<file path="src/rtl/pixel_array_ctrl.sv">
// Pixel array sequencer: erase, expose, ramp-ADC convert, then row-by-row latch and stream.
// Optional macro PIXEL_ARRAY_CTRL_GRAY_EN selects a Gray-coded ramp counter with Gray-to-binary readout.
module pixel_array_ctrl #(
  parameter int unsigned PIXEL_ARRAY_HEIGHT = 2,
  parameter int unsigned PIXEL_ARRAY_WIDTH  = 2,
  parameter int unsigned ADC_BITS           = 8,
  parameter int unsigned ERASE_CYCLES       = 4,
  localparam int unsigned RowW = (PIXEL_ARRAY_HEIGHT > 1) ? $clog2(PIXEL_ARRAY_HEIGHT) : 1,
  localparam int unsigned ColW = (PIXEL_ARRAY_WIDTH > 1) ? $clog2(PIXEL_ARRAY_WIDTH) : 1
) (
  input  logic                                  CLK,
  input  logic                                  RST_N,
  input  logic                                  START,
  input  logic [15:0]                           EXPOSE_TIME,
  input  logic [PIXEL_ARRAY_WIDTH*ADC_BITS-1:0] DATA_IN,
  input  logic                                  PIXEL_READY,
  output logic                                  ERASE,
  output logic                                  EXPOSE,
  output logic                                  CONVERT,
  output logic [ADC_BITS-1:0]                   COUNTER,
  output logic [PIXEL_ARRAY_HEIGHT-1:0]         READ,
  output logic [ADC_BITS-1:0]                   PIXEL_OUT,
  output logic                                  PIXEL_VALID,
  output logic [RowW-1:0]                       ROW_IDX,
  output logic [ColW-1:0]                       COL_IDX,
  output logic                                  BUSY,
  output logic                                  FRAME_DONE
);

  typedef enum logic [2:0] {
    StIdle, StErase, StExpose, StConvert, StLatch, StStream, StDone
  } state_e;

  localparam logic [PIXEL_ARRAY_HEIGHT-1:0] RowOne   = PIXEL_ARRAY_HEIGHT'(1);
  localparam logic [RowW-1:0]               LastRow  = RowW'(PIXEL_ARRAY_HEIGHT - 1);
  localparam logic [ColW-1:0]               LastCol  = ColW'(PIXEL_ARRAY_WIDTH - 1);

  state_e              state_q;
  logic [31:0]         cnt_q;
  logic [15:0]         exp_q;
  logic [ADC_BITS-1:0] bin_q;
  logic [ADC_BITS-1:0] row_buf [PIXEL_ARRAY_WIDTH];
  logic [RowW-1:0]     row_nxt;
  logic [ColW-1:0]     col_nxt;

  function automatic logic [ADC_BITS-1:0] count_code(input logic [ADC_BITS-1:0] b);
`ifdef PIXEL_ARRAY_CTRL_GRAY_EN
    return b ^ (b >> 1);
`else
    return b;
`endif
  endfunction

  function automatic logic [ADC_BITS-1:0] pixel_code(input logic [ADC_BITS-1:0] v);
`ifdef PIXEL_ARRAY_CTRL_GRAY_EN
    logic [ADC_BITS-1:0] r;
    r[ADC_BITS-1] = v[ADC_BITS-1];
    for (int i = int'(ADC_BITS) - 2; i >= 0; i--) begin
      r[i] = r[i+1] ^ v[i];
    end
    return r;
`else
    return v;
`endif
  endfunction

  always_comb begin
    row_nxt = ROW_IDX + 1'b1;
    col_nxt = COL_IDX + 1'b1;
  end

  // Row buffer is data-only storage; it needs no reset.
  always_ff @(posedge CLK) begin
    if (state_q == StLatch) begin
      for (int unsigned c = 0; c < PIXEL_ARRAY_WIDTH; c++) begin
        row_buf[c] <= DATA_IN[c*ADC_BITS +: ADC_BITS];
      end
    end
  end

  always_ff @(posedge CLK) begin
    if (!RST_N) begin
      state_q     <= StIdle;
      cnt_q       <= '0;
      exp_q       <= '0;
      bin_q       <= '0;
      ERASE       <= 1'b0;
      EXPOSE      <= 1'b0;
      CONVERT     <= 1'b0;
      COUNTER     <= '0;
      READ        <= '0;
      PIXEL_OUT   <= '0;
      PIXEL_VALID <= 1'b0;
      ROW_IDX     <= '0;
      COL_IDX     <= '0;
      BUSY        <= 1'b0;
      FRAME_DONE  <= 1'b0;
    end else begin
      unique case (state_q)
        StIdle: begin
          if (START) begin
            state_q <= StErase;
            ERASE   <= 1'b1;
            BUSY    <= 1'b1;
            cnt_q   <= ERASE_CYCLES - 32'd1;
            exp_q   <= (EXPOSE_TIME == 16'd0) ? 16'd1 : EXPOSE_TIME;
            ROW_IDX <= '0;
            COL_IDX <= '0;
          end
        end
        StErase: begin
          if (cnt_q == '0) begin
            state_q <= StExpose;
            ERASE   <= 1'b0;
            EXPOSE  <= 1'b1;
            cnt_q   <= {16'd0, exp_q - 16'd1};
          end else begin
            cnt_q <= cnt_q - 32'd1;
          end
        end
        StExpose: begin
          if (cnt_q == '0) begin
            state_q <= StConvert;
            EXPOSE  <= 1'b0;
            CONVERT <= 1'b1;
            bin_q   <= '0;
            COUNTER <= '0;
          end else begin
            cnt_q <= cnt_q - 32'd1;
          end
        end
        StConvert: begin
          // bin_q all-ones marks the last ramp step.
          if (&bin_q) begin
            state_q <= StLatch;
            CONVERT <= 1'b0;
            COUNTER <= '0;
            READ    <= RowOne << ROW_IDX;
          end else begin
            bin_q   <= bin_q + 1'b1;
            COUNTER <= count_code(bin_q + 1'b1);
          end
        end
        StLatch: begin
          state_q     <= StStream;
          READ        <= '0;
          PIXEL_VALID <= 1'b1;
          COL_IDX     <= '0;
          PIXEL_OUT   <= pixel_code(DATA_IN[ADC_BITS-1:0]);
        end
        StStream: begin
          if (PIXEL_READY) begin
            if (COL_IDX == LastCol) begin
              PIXEL_VALID <= 1'b0;
              if (ROW_IDX == LastRow) begin
                state_q    <= StDone;
                FRAME_DONE <= 1'b1;
              end else begin
                state_q <= StLatch;
                ROW_IDX <= row_nxt;
                READ    <= RowOne << row_nxt;
              end
            end else begin
              COL_IDX   <= col_nxt;
              PIXEL_OUT <= pixel_code(row_buf[col_nxt]);
            end
          end
        end
        StDone: begin
          state_q    <= StIdle;
          FRAME_DONE <= 1'b0;
          BUSY       <= 1'b0;
        end
        default: state_q <= StIdle;
      endcase
    end
  end

endmodule

</file>
<file path="config.mk">
export PLATFORM = sky130hd
export DESIGN_NAME = pixel_array_ctrl
export DESIGN_NICKNAME = d
export VERILOG_FILES = /design/src/rtl/pixel_array_ctrl.sv
export SDC_FILE = /design/constraint.sdc
export NUM_CORES = 1
export LEC_CHECK = 0
export BUFFER_PORTS_ARGS = -buffer_cell sky130_fd_sc_hd__buf_4
export CAP_MARGIN = 20
export CORE_MARGIN = 5
export CORE_UTILIZATION = 49
export DETAILED_ROUTE_END_ITERATION = 10
export PLACE_DENSITY = 0.66
export SYNTH_ARGS = -nofsm -noshare
export SYNTH_HDL_FRONTEND = slang
export SYNTH_SLANG_ARGS = --single-unit
export TNS_END_PERCENT = 1
</file>
<file path="constraint.sdc">
create_clock -name CLK -period 2.8 [get_ports CLK]
set_input_delay 0.14 -clock CLK [delete_from_list [all_inputs] [get_ports CLK]]
set_output_delay 0.14 -clock CLK [all_outputs]
set_load 0.05 [all_outputs]
</file>
==> metrics.txt <==
switching fraction of total power 48.2%; clock-pin slew reported for the worst setup and hold paths after clock tree synthesis 0.10 ns; count of standard-cell rows 36; most used flip-flop cell after synthesis sky130_fd_sc_hd__dfxtp_1; final setup vio count 0; sink count of the clock tree 97; clock root cell sky130_fd_sc_hd__clkbuf_8; Routed wire per std cell around 16 um; number of global-route vias before repair 4511; Crit Path Max Fanout 7; area inside the core boundary 9860 um2; remaining design rule violation count 0; DRC violation total after the first TritonRoute iteration roughly 350; Post-Synthesis Net Count 644; Worst setup SP type flop; Worst slew margin 49.2%; count of different cell masters after synthesis 66; power density over cell area 1360 nW/um2; Warnings, synthesis 0; Int Power 4.29 mW; DP Worst Slack 0.282 ns; diodes inserted 0; minimum period implied by the final worst setup slack 2.57 ns; transition time at the pin with the least slew margin 0.759 ns; Tot GR Track Use 21.5%; nets@finish roughly 730; I/O pin count 62; number of antenna violations at the first check in global routing 0; reported leakage power 2.36 nW; Design Power 8.29 mW; sequential fraction of design power 25.7%; worst setup path category flop to flop; status finished clean; number of buffers added by the clock tree synthesis step 9; Avg Cell Area, Syn 8.29 um2; crit path capture type flop; area growth from synthesis to final layout 21.6%; die boundary height 111 um; initial cell density of the core 50.7%; number of nets with antenna violations after routing 0; setup TNS 0 ns; number of fill cells in the layout 874; Highest Clock Rate slightly below 0.4 GHz; global-route wire length before repair 21.9 mm; setup repair after global routing missed its margin false; placed insts 785; met1 routing resource usage after global routing 28.5%; proportion of synthesized flip-flops having asynchronous set or reset 0%; clock latency reported for the late side of the worst-skew pair 0.40 ns; cells after synthesis 603; maximum clock skew at final layout between 0.01 and 0.015 ns; clock tree from TritonCTS yes; Final period util 92.0%; number of cells in the finished layout apart from fillers 823; proportion of synthesized chip area in sequential cells 41.3%; number of post-CTS setup repair buffers 0; portion of total power attributed to the clock network 11.7%; switching power of the nets 4.00 mW; pin count of the biggest net entering global routing 29; Worst EP required between 3 and 4 ns; gr ovfl total 0; final setup slack of the worst path around 0.23 ns; Final Max Slew Viols 0; detail-routed via count per cell 5.87; Peak VDD IR 0.000714 V; EDFF count, synth 12; number of port buffers roughly 60; H-tree level count 3; detailed-route wire length 13.3 mm; grt met3 use 4.53%; share of final-layout standard cells stronger than drive strength 1 17.2%; busiest layer in global routing met2; MaxCap Viol Count 0; vias after detailed routing 4834; Yosys reg bits 97; Placer Congestion 0.903; Worst EP arrival roughly 2.9 ns; worst hold-check path type input port to flop; clk buf depth 2; detailed placement HPWL ~9.4 mm; die area 12300 um2; Final Hold Vio Count 0; width of the die about 110 um; GRT met2 Usage around 34%; Gate power share 62.6%; post-synth design cell area 5000 um2; length of the first detailed-routing pass in iterations 5
[kinds of logic after synthesis]
kind of cell | synth area share, %
compound gates | 18.3
xor+xnor | 6.31
fa+ha+maj | 1.25
buf+inv | 4.33
flops | 41.3
mux | 2.43
simple gates | 26.1
[per-stage QoR]
step / util [%] / area (um2) / hold WS (ns)
6_report: 61.6 / 6080 / 0.0149
5_1_grt: 61.6 / 6080 / 0.0117
4_1_cts: 61.5 / 6060 / 0.00159
3_5_place_dp: 57.3 / 5650 / 0.320
3_3_place_gp: 57.3 / 5650 / 0.318
2_1_floorplan: - / 5000 / 0.239
[area by class of cell]
type	count	area, um2	share of cell area, %
clock inverters	6	75.1	1.24
inverters	11	41.3	0.679
repair buffers	109	871	14.3
multi-input cells	457	2730	44.9
flip-flops and latches	97	2060	33.9
clock buffers	10	131	2.16
well taps	133	166	2.74
[final timing paths]
kind                   from  endpoint  slack, ns  depth (start not counted)
max reg2reg        cnt_q[8]  cnt_q[9]       0.23                          7
min reg2reg          EXPOSE    EXPOSE       0.46                          2
min          EXPOSE_TIME[1]  exp_q[1]       0.01                          3
max                cnt_q[8]  cnt_q[9]       0.23                          7
[power by group through the flow]
stage / Sequential, mW / Combinational [mW] / Clock (mW)
after floorplan: 2.14 / 3.87 / 0
final: 2.13 / 5.19 / 0.970
after global placement: 2.13 / 5.02 / 0
after CTS: 2.12 / 5.12 / 0.995
after detailed placement: 2.15 / 5.07 / 0
after global routing: 2.19 / 5.73 / 1.05
[layer usage]
layer  vias up  routed length (um)
li1       2354                   -
met3        35                 763
met4         0                 369
met5         -                   0
met2       147                6300
met1      2298                5860
[state kept, by name, indices dropped and copies added, names as in the netlist, 2 cells and up]
register / flops
cnt_q: 32
exp_q: 16
row_buf: 12
COUNTER: 8
PIXEL_OUT: 8
bin_q: 8
state_q: 3
READ: 2
[synth_stat cells, types with 6 or more instances]
library cell	n	area (um2)
sky130_fd_sc_hd__dfxtp_1	85	1700
sky130_fd_sc_hd__mux2i_1	11	110
sky130_fd_sc_hd__o21ai_0	22	110
sky130_fd_sc_hd__inv_1	11	41.3
sky130_fd_sc_hd__nor4_1	23	144
sky130_fd_sc_hd__nand3_1	12	60.1
sky130_fd_sc_hd__a211oi_1	6	45.0
sky130_fd_sc_hd__a21oi_1	48	240
sky130_fd_sc_hd__nand2b_1	7	43.8
sky130_fd_sc_hd__nand2_1	74	278
sky130_fd_sc_hd__edfxtp_1	12	360
sky130_fd_sc_hd__clkbuf_1	30	113
sky130_fd_sc_hd__xor2_1	7	61.3
sky130_fd_sc_hd__o22ai_1	7	43.8
sky130_fd_sc_hd__a31oi_1	7	43.8
sky130_fd_sc_hd__nor3_1	23	115
sky130_fd_sc_hd__a22oi_1	6	45.0
sky130_fd_sc_hd__nor3b_1	6	45.0
sky130_fd_sc_hd__a32o_1	7	70.1
sky130_fd_sc_hd__or4_1	8	60.1
sky130_fd_sc_hd__nor2_1	75	282
sky130_fd_sc_hd__nand4_1	6	37.5
sky130_fd_sc_hd__xnor2_1	29	254
[timing repair]
action,in CTS,in global routing
gates resized for setup,0,1
endpoints found under the hold margin,21,0
setup endpoints to repair,0,1
hold buffers,21,0
[layout by cell type (no fill, tap or decap), drive strengths merged, types with 9 or more instances in the layout]
master | synthesis | layout
o21ai | 28 | 28
xnor2 | 29 | 29
dlygate4sd3 | 0 | 21
nand2 | 75 | 75
edfxtp | 12 | 12
buf | 8 | 88
nor4 | 24 | 24
mux2i | 11 | 11
nor2 | 75 | 75
nor3 | 23 | 23
dfxtp | 85 | 85
or4 | 9 | 9
inv | 11 | 14
nand3 | 12 | 12
clkbuf | 30 | 10
a21oi | 49 | 49
[critical path, stage by stage (launching register included)]
cell and delay (ns):
sky130_fd_sc_hd__dfxtp_1 0.38, sky130_fd_sc_hd__or4_1 0.70, sky130_fd_sc_hd__nor4_4 0.35, sky130_fd_sc_hd__nand3_1 0.15, sky130_fd_sc_hd__a21oi_2 0.34, sky130_fd_sc_hd__buf_4 0.22, sky130_fd_sc_hd__o21ai_1 0.08, sky130_fd_sc_hd__a32o_1 0.25
No activity file was read; power rests on OpenSTA's default activity.
